### config.mk
export PLATFORM = sky130hd
export DESIGN_NAME = merge_unit_ctrl
export DESIGN_NICKNAME = d
export VERILOG_FILES = /design/src/rtl/merge_unit_ctrl.sv
export SDC_FILE = /design/constraint.sdc
export NUM_CORES = 1
export LEC_CHECK = 0
export CAP_MARGIN = 20
export CORE_ASPECT_RATIO = 0.9
export CORE_MARGIN = 5
export CORE_UTILIZATION = 30
export DETAILED_ROUTE_END_ITERATION = 8
export PLACE_DENSITY = 0.69
export SETUP_SLACK_MARGIN = 0.4
export SYNTH_ARGS = -nofsm -noshare
export SYNTH_HDL_FRONTEND = slang
export SYNTH_SLANG_ARGS = --single-unit
### constraint.sdc
create_clock -name i_clk -period 5.57 [get_ports i_clk]
set_input_delay 0.557 -clock i_clk [delete_from_list [all_inputs] [get_ports i_clk]]
set_output_delay 0.557 -clock i_clk [all_outputs]
set_load 0.02 [all_outputs]
### src/rtl/merge_unit_ctrl.sv
// One 2-to-1 node of a merge-sort tree: merges paired sorted runs from two FWFT FIFOs
// into a single zero-terminated run per pair on the downstream FIFO.
module merge_unit_ctrl #(
    parameter int DATA_W    = 32,
    parameter int KEY_W     = 32,
    parameter int RUN_W     = 16,
    parameter bit ASCENDING = 1'b1
) (
    input  logic              i_clk,
    input  logic              i_rst,
    input  logic              i_start,
    input  logic [RUN_W-1:0]  i_num_runs,
    input  logic [DATA_W-1:0] i_a_data,
    input  logic              i_a_empty,
    output logic              o_a_rd,
    input  logic [DATA_W-1:0] i_b_data,
    input  logic              i_b_empty,
    output logic              o_b_rd,
    output logic [DATA_W-1:0] o_out_data,
    output logic              o_out_wr,
    input  logic              i_out_full,
    output logic [RUN_W-1:0]  o_runs_left,
    output logic              o_busy,
    output logic              o_done
);

    typedef enum logic [2:0] {
        S_IDLE,
        S_MERGE,
        S_DRAIN_A,
        S_DRAIN_B,
        S_TERM,
        S_DONE
    } state_t;

    state_t            state_q, state_d;
    logic [DATA_W-1:0] out_data_q, out_data_d;
    logic              out_wr_q, out_wr_d;
    logic [RUN_W-1:0]  runs_left_q, runs_left_d;

    logic [KEY_W-1:0]  key_a, key_b;
    logic              a_term, b_term, a_wins, go, idle_like;
    logic              pop_a, pop_b, wr_en;
    logic [DATA_W-1:0] wr_data;

    assign key_a     = i_a_data[DATA_W-1 -: KEY_W];
    assign key_b     = i_b_data[DATA_W-1 -: KEY_W];
    assign a_term    = (key_a == '0);
    assign b_term    = (key_b == '0);
    // Ties resolve to A in both directions so equal keys keep their upstream order.
    assign a_wins    = ASCENDING ? (key_a <= key_b) : (key_a >= key_b);
    assign idle_like = (state_q == S_IDLE) || (state_q == S_DONE);

    // i_out_full is almost-full: one slot remains for the write already in flight.
    always_comb begin
        go = 1'b0;
        case (state_q)
            S_MERGE:   go = ~i_out_full & ~i_a_empty & ~i_b_empty;
            S_DRAIN_A: go = ~i_out_full & ~i_a_empty;
            S_DRAIN_B: go = ~i_out_full & ~i_b_empty;
            S_TERM:    go = ~i_out_full;
            default:   go = 1'b0;
        endcase
    end

    // State register
    always_ff @(posedge i_clk) begin
        if (i_rst) begin
            state_q <= S_IDLE;
        end else begin
            state_q <= state_d;
        end
    end

    // Next-state logic
    always_comb begin
        state_d = state_q;
        case (state_q)
            S_IDLE, S_DONE: begin
                if (i_start) begin
                    state_d = (i_num_runs == '0) ? S_DONE : S_MERGE;
                end
            end
            S_MERGE: begin
                if (go) begin
                    if (a_term && b_term) begin
                        state_d = S_TERM;
                    end else if (a_term) begin
                        state_d = S_DRAIN_B;
                    end else if (b_term) begin
                        state_d = S_DRAIN_A;
                    end
                end
            end
            S_DRAIN_A: begin
                if (go && a_term) begin
                    state_d = S_TERM;
                end
            end
            S_DRAIN_B: begin
                if (go && b_term) begin
                    state_d = S_TERM;
                end
            end
            S_TERM: begin
                if (go) begin
                    state_d = (runs_left_q == RUN_W'(1)) ? S_DONE : S_MERGE;
                end
            end
            default: state_d = S_IDLE;
        endcase
    end

    // Output logic: pops and the record to be registered
    always_comb begin
        pop_a   = 1'b0;
        pop_b   = 1'b0;
        wr_en   = 1'b0;
        wr_data = '0;
        case (state_q)
            S_MERGE: begin
                if (go) begin
                    if (a_term || b_term) begin
                        pop_a = a_term;
                        pop_b = b_term;
                    end else if (a_wins) begin
                        pop_a   = 1'b1;
                        wr_en   = 1'b1;
                        wr_data = i_a_data;
                    end else begin
                        pop_b   = 1'b1;
                        wr_en   = 1'b1;
                        wr_data = i_b_data;
                    end
                end
            end
            S_DRAIN_A: begin
                if (go) begin
                    pop_a   = 1'b1;
                    wr_en   = ~a_term;
                    wr_data = i_a_data;
                end
            end
            S_DRAIN_B: begin
                if (go) begin
                    pop_b   = 1'b1;
                    wr_en   = ~b_term;
                    wr_data = i_b_data;
                end
            end
            S_TERM: begin
                wr_en = go;
            end
            default: begin
                wr_en = 1'b0;
            end
        endcase
    end

    always_comb begin
        out_wr_d    = wr_en;
        out_data_d  = wr_en ? wr_data : out_data_q;
        runs_left_d = runs_left_q;
        if (idle_like && i_start) begin
            runs_left_d = i_num_runs;
        end else if ((state_q == S_TERM) && go) begin
            runs_left_d = runs_left_q - RUN_W'(1);
        end
    end

    always_ff @(posedge i_clk) begin
        if (i_rst) begin
            out_wr_q    <= 1'b0;
            out_data_q  <= '0;
            runs_left_q <= '0;
        end else begin
            out_wr_q    <= out_wr_d;
            out_data_q  <= out_data_d;
            runs_left_q <= runs_left_d;
        end
    end

    // Pops are suppressed while reset is held so an abandoned run consumes nothing more.
    assign o_a_rd      = pop_a & ~i_rst;
    assign o_b_rd      = pop_b & ~i_rst;
    assign o_out_wr    = out_wr_q;
    assign o_out_data  = out_data_q;
    assign o_runs_left = runs_left_q;
    assign o_busy      = (state_q == S_MERGE) || (state_q == S_DRAIN_A) ||
                         (state_q == S_DRAIN_B) || (state_q == S_TERM);
    assign o_done      = (state_q == S_DONE);

endmodule

# [After elaboration in Yosys (flattened, before gate mapping)]
# Index checks and enable logic that the tools add are counted.
[totals] wordCells=80 output_inout_bits=53 in_bits=86 reg_bits=52
[classes] n_eq_ne=12 bitwise=11 reduce_logical=17 n_addsub=1 magnitude_cmp=1 n_mux=34
[ops] op="$mux W32" n=5
[ops] op="$pmux W32 S3" n=1
[ops] op="$logic_not A32 Y1" n=2
[ops] op="$le A32 B32 Y1" n=1
[ops] op="$mux W16" n=2
[ops] op="$mux W3" n=10
[ops] op="$eq A16 B1 Y1 const B" n=1
[ops] op="$logic_not A16 Y1" n=1
[ops] op="$sub A16 B1 Y16 const B" n=1
[ops] op="$pmux W3 S5" n=1
[ops] op="$mux W1" n=11
[ops] op="$ne A2 B2 Y1 const B" n=5
[ops] op="$pmux W1 S4" n=2
[ops] op="$eq A3 B2 Y1 const B" n=2
[ops] op="$eq A3 B3 Y1 const B" n=2
[ops] op="$not A1 Y1" n=6
[ops] op="$reduce_and A6 Y1" n=1
[ops] op="$and A1 B1 Y1" n=5
[ops] op="$logic_and A1 B1 Y1" n=5
[ops] op="$logic_or A1 B1 Y1" n=5
[ops] op="$ne A4 B4 Y1 const B" n=1
[ops] op="$pmux W1 S2" n=2
[ops] op="$eq A3 B1 Y1 const B" n=1
[ops] op="$logic_not A3 Y1" n=1
[ops] op="other kinds (2)" n=2

# [Depth between registers and ports, before layout]
[depth] word_depth=7 depth_mapped=10 mapped_depth_nobuf=9

# [Worst setup path before layout]
# OpenSTA, ideal clock, no wires.
[synth_path] path_type="input to output" startpoint="input i_b_data[30]" endpoint="output o_b_rd" setup_slack_ns=2.118 required_ns=5.013 arrival_ns=2.895 stages=8 path_buffers=0 path_cell_list="inv_1 -> ha_1 -> nand4_1 -> or4_1 -> a311oi_1 -> nor2_1 -> o211ai_1 -> nor4b_1"
[synth_via] elab_chain_cells=6 word_cells_on_any_way=8 classes_between="1 x order compare; 4 x mux; 1 x bitwise; 2 x reduce/logical"
[synth_lines] item="from (decl)" line="16" source="input logic [DATA_W-1:0] i_b_data,"
[synth_lines] item="$le A32 B32 Y1 or $logic_not A32 Y1 (tied branches)" line="51, 49"
[synth_lines] item="$mux W1 or $logic_or A1 B1 Y1 (tied branches)" line="126, 123"
[synth_lines] item="$mux W1 *" line="123" source="if (a_term || b_term) begin"
[synth_lines] item="$mux W1 *" line="122" source="if (go) begin"
[synth_lines] item="$pmux W1 S2 *" line="120" source="case (state_q)"
[synth_lines] item="$and A1 B1 Y1 *" line="185" source="assign o_b_rd = pop_b & ~i_rst;"
[synth_lines] item="to (decl)" line="18" source="output logic o_b_rd,"
# Mark *: on every way between the ends. The rest lies on a longest branch, timed or not.

# [Worst setup path in the final report]
# Same ends and word-level chain as after synthesis.

==> summary.json <==
{
  "setup_path": {
    "worst_setup_path_start_kind": "primary input",
    "rr_worst_depth": 7,
    "critical-path-top-cell-by-count": "clkdlybuf4s50_1",
    "register_to_register_setup_slack_ps": 2670,
    "cp_slowest_stage_delay_ps": 690,
    "end_kind": "primary output",
    "timing.critical_path.cells": "clkdlybuf4s50_1 > inv_1 > ha_1 > nand4_1 > or4_1 > a311oi_1 > nor2_1 > o211ai_1 > nor4b_1 > clkdlybuf4s50_1",
    "setup_crit_path_kind": "primary input to primary output",
    "timing.critical_path.fanout_max": 4,
    "critPathRequiredTime_ps": 5010,
    "rr_endpoint": "o_out_data[9]",
    "cp.arrival_ps": 4090,
    "worstReg2RegStart": "state_q[1]",
    "crit_buf_inv": 3,
    "critical_path.top_delay_family": "simple AND/OR/NAND/NOR gates",
    "crit_slowest_cell": "clkdlybuf4s50_1"
  },
  "global_routing": {
    "grt_pass1_vias": 4630,
    "grt_util_all_layers": 0.184,
    "wire_length_of_the_first_global_routing_pass_um": 24200,
    "grt_start_max_net_pins": 57,
    "antenna_violations_before_repair": 0,
    "grt_remaining_overflow": 0
  },
  "drt": {
    "avgRoutedWirePerCell_um": 18.8,
    "dr_total_vias": 4821,
    "postRouteAntennaNets": 0,
    "detail_route.first_pass.iterations": 6,
    "vias_per_cell": 5.96,
    "finalWirelength_um": 15200,
    "dr.first_iter.drc_count": 397,
    "route.detailed.drc": 0
  },
  "timing": {
    "drv_slew": 0,
    "final_hold_viol_count": 0,
    "setup_total_negative_slack_ps": 0,
    "clock_skew_ps": 8.28,
    "worst-slew-pin-transition_ps": 1020,
    "setup_repair_after_global_routing_missed_its_margin": "no",
    "post-route-min-period_ps": 4650,
    "layout_worst_path_cycle_share": 0.835,
    "timing.final.ws_setup_ps": 918,
    "max_freq_ghz": 0.215,
    "setup_viol": 0,
    "max_slew_headroom_at_the_worst_pin": 0.322
  },
  "synthesis": {
    "synthesis.instances": 524,
    "synth_top_cells_by_area": "dfxtp_1 (26%), ha_1 (11%), a21oi_1 (8.0%)",
    "yosysTopAreaCell": "dfxtp_1",
    "number_of_synthesized_flops_with_an_enable_pin": 0,
    "avgSynthCellArea_um2": 7.62,
    "syn_area_um2": 3990,
    "main_flop_type_after_synthesis": "dfxtp_1",
    "asyncSetResetFlopFracSynth": 0,
    "ys_ff_latch": 52,
    "ys_seq_area_frac": 0.261,
    "yosysUniqueCellTypes": 51,
    "syn_nets": 644,
    "yosys.area.top_type_share": 0.261,
    "synthesis.yosys.warnings": 0
  },
  "place": {
    "place_worst_setup_slack_ps": 1030,
    "numPortBuffers": 138,
    "globalplace.congestion": 0.865,
    "post-dp-hpwl_um": 11300
  },
  "final_layout": {
    "leading_cell_types_in_the_layout_fill_and_taps_excluded": "clkdlybuf4s50_1 (137), a21oi_1 (64), dfxtp_1 (52), o21ai_0 (48), inv_1 (42)",
    "most_frequent_standard_cell_in_the_layout_excluding_fill_and_tap_cells": "clkdlybuf4s50_1",
    "multi_input_area_um2": 2660,
    "finish.utilization": 0.430,
    "final_layout_size_suffix_gt1_frac": 0.0390,
    "diodes": 0,
    "n_fill_cell": 1341,
    "nNetsFinal": 760,
    "ff_latch_area_um2": 1040,
    "synthToLayoutAreaGrowth_pct": 42.3
  },
  "clock_network": {
    "cts-root-buf": "clkbuf_16",
    "clock_path_buffers": 2,
    "worst_setup_hold_path_clk_slew_ps": 70,
    "clock_latency_ps": 300,
    "num_cts_buffers": 5,
    "setup_repair_bufs_after_cts": 0,
    "cts-hold-fix-buffers": 0,
    "clkSinkCount": 52,
    "cts.repair.resized": 0,
    "tritoncts": "built",
    "cts_htree_levels": 2
  },
  "pwr": {
    "power_per_cell_area_nw_per_um2": 224,
    "p_leak_nw": 2.07,
    "max-vdd-ir-drop_mv": 0.115
  },
  "hold_path": {
    "min_path_type": "flip-flop to flip-flop",
    "hold_path_end": "o_runs_left[10]",
    "timing.hold.worst_path_depth": 2,
    "timing.hold.worst.start": "o_runs_left[10]"
  },
  "floorplanning": {
    "core_um2": 13200,
    "die-area_um2": 15700,
    "rows": 40,
    "io_pins": 139,
    "chipWidth_um": 132,
    "initial_utilization": 0.302,
    "die_h_um": 119
  },
  "outcome": {
    "status": "completed"
  },
  "run": {
    "max_cap_viol_count": 0
  }
}
==> metrics by stage <==
step	instances	total power, W	hold WS, ps	cell area [µm²]
6_report	809	0.00127	541	5680
5_1_grt	809	0.00134	589	5680
4_1_cts	807	0.00127	537	5630
3_5_place_dp	799	0.000943	527	5480
3_3_place_gp	799	0.000931	524	5480
2_1_floorplan	524	0.000728	585	3990
==> metal layers <==
| metal | share of wire | track usage | vias to the layer above |
|---|---|---|---|
| li1 | - | - | 2264 |
| met1 | 0.44 | 0.244 | 2302 |
| met2 | 0.47 | 0.299 | 232 |
| met3 | 0.066 | 0.0380 | 23 |
| met4 | 0.022 | 0.0623 | 0 |
| met5 | 0 | 0 | - |
==> worst min-delay path: stages (launching register included) <==
cell	delay (ps)
dfxtp_1	350
o21ai_0	80
a21oi_1	60
==> synthesized netlist by cell type, drive strengths merged (5+ instances only) <==
master / number
a21oi: 64
a221o: 31
nor4: 25
clkbuf: 31
a221oi: 8
o211ai: 5
inv: 42
nand2b: 6
a22oi: 31
ha: 34
nor3: 9
nand4: 13
dfxtp: 52
nand3: 10
nand2: 23
nor2: 37
o21ai: 48
==> sequential cells by signal, indices dropped and copies added (netlist names) <==
| register | count |
|---|---|
| o_out_data | 32 |
| o_out_wr | 1 |
| o_runs_left | 16 |
| state_q | 3 |
==> power breakdown <==
group,switching (W),internal [W]
Clock,0.000142,0.000180
Combinational,0.000269,0.000230
Sequential,0.0000469,0.000406
==> kinds of logic (layout without fill, tap and decap cells) <==
| logic type | count (synthesis) | count (layout) | synth area share |
|---|---|---|---|
| adder cells (fa/ha/maj) | 34 | 34 | 0.107 |
| AND/OR/NAND/NOR | 146 | 146 | 0.194 |
| buffers and inverters | 77 | 194 | 0.0768 |
| AO/OA/AOI/OAI | 212 | 212 | 0.355 |
| XOR/XNOR | 2 | 2 | 0.00439 |
| flip-flops | 52 | 52 | 0.261 |
| multiplexers | 1 | 1 | 0.00251 |
==> final cells by class <==
class	instances	area share
multi-input cells	395	0.469
repair buffers	144	0.257
flip-flops and latches	52	0.183
well taps	168	0.0370
inverters	42	0.0278
clock buffers	8	0.0258
==> worst max-delay path by stage <==
stage                         to          from  cells past startpoint
after floorplan           o_b_rd  i_b_data[30]                      8
after global placement    o_b_rd  i_b_data[30]                     10
after detailed placement  o_b_rd  i_b_data[30]                     10
after CTS                 o_b_rd  i_b_data[30]                     10
after global routing      o_b_rd  i_b_data[30]                     10
final                     o_b_rd  i_b_data[30]                     10
(Power assumes the default switching activity.)
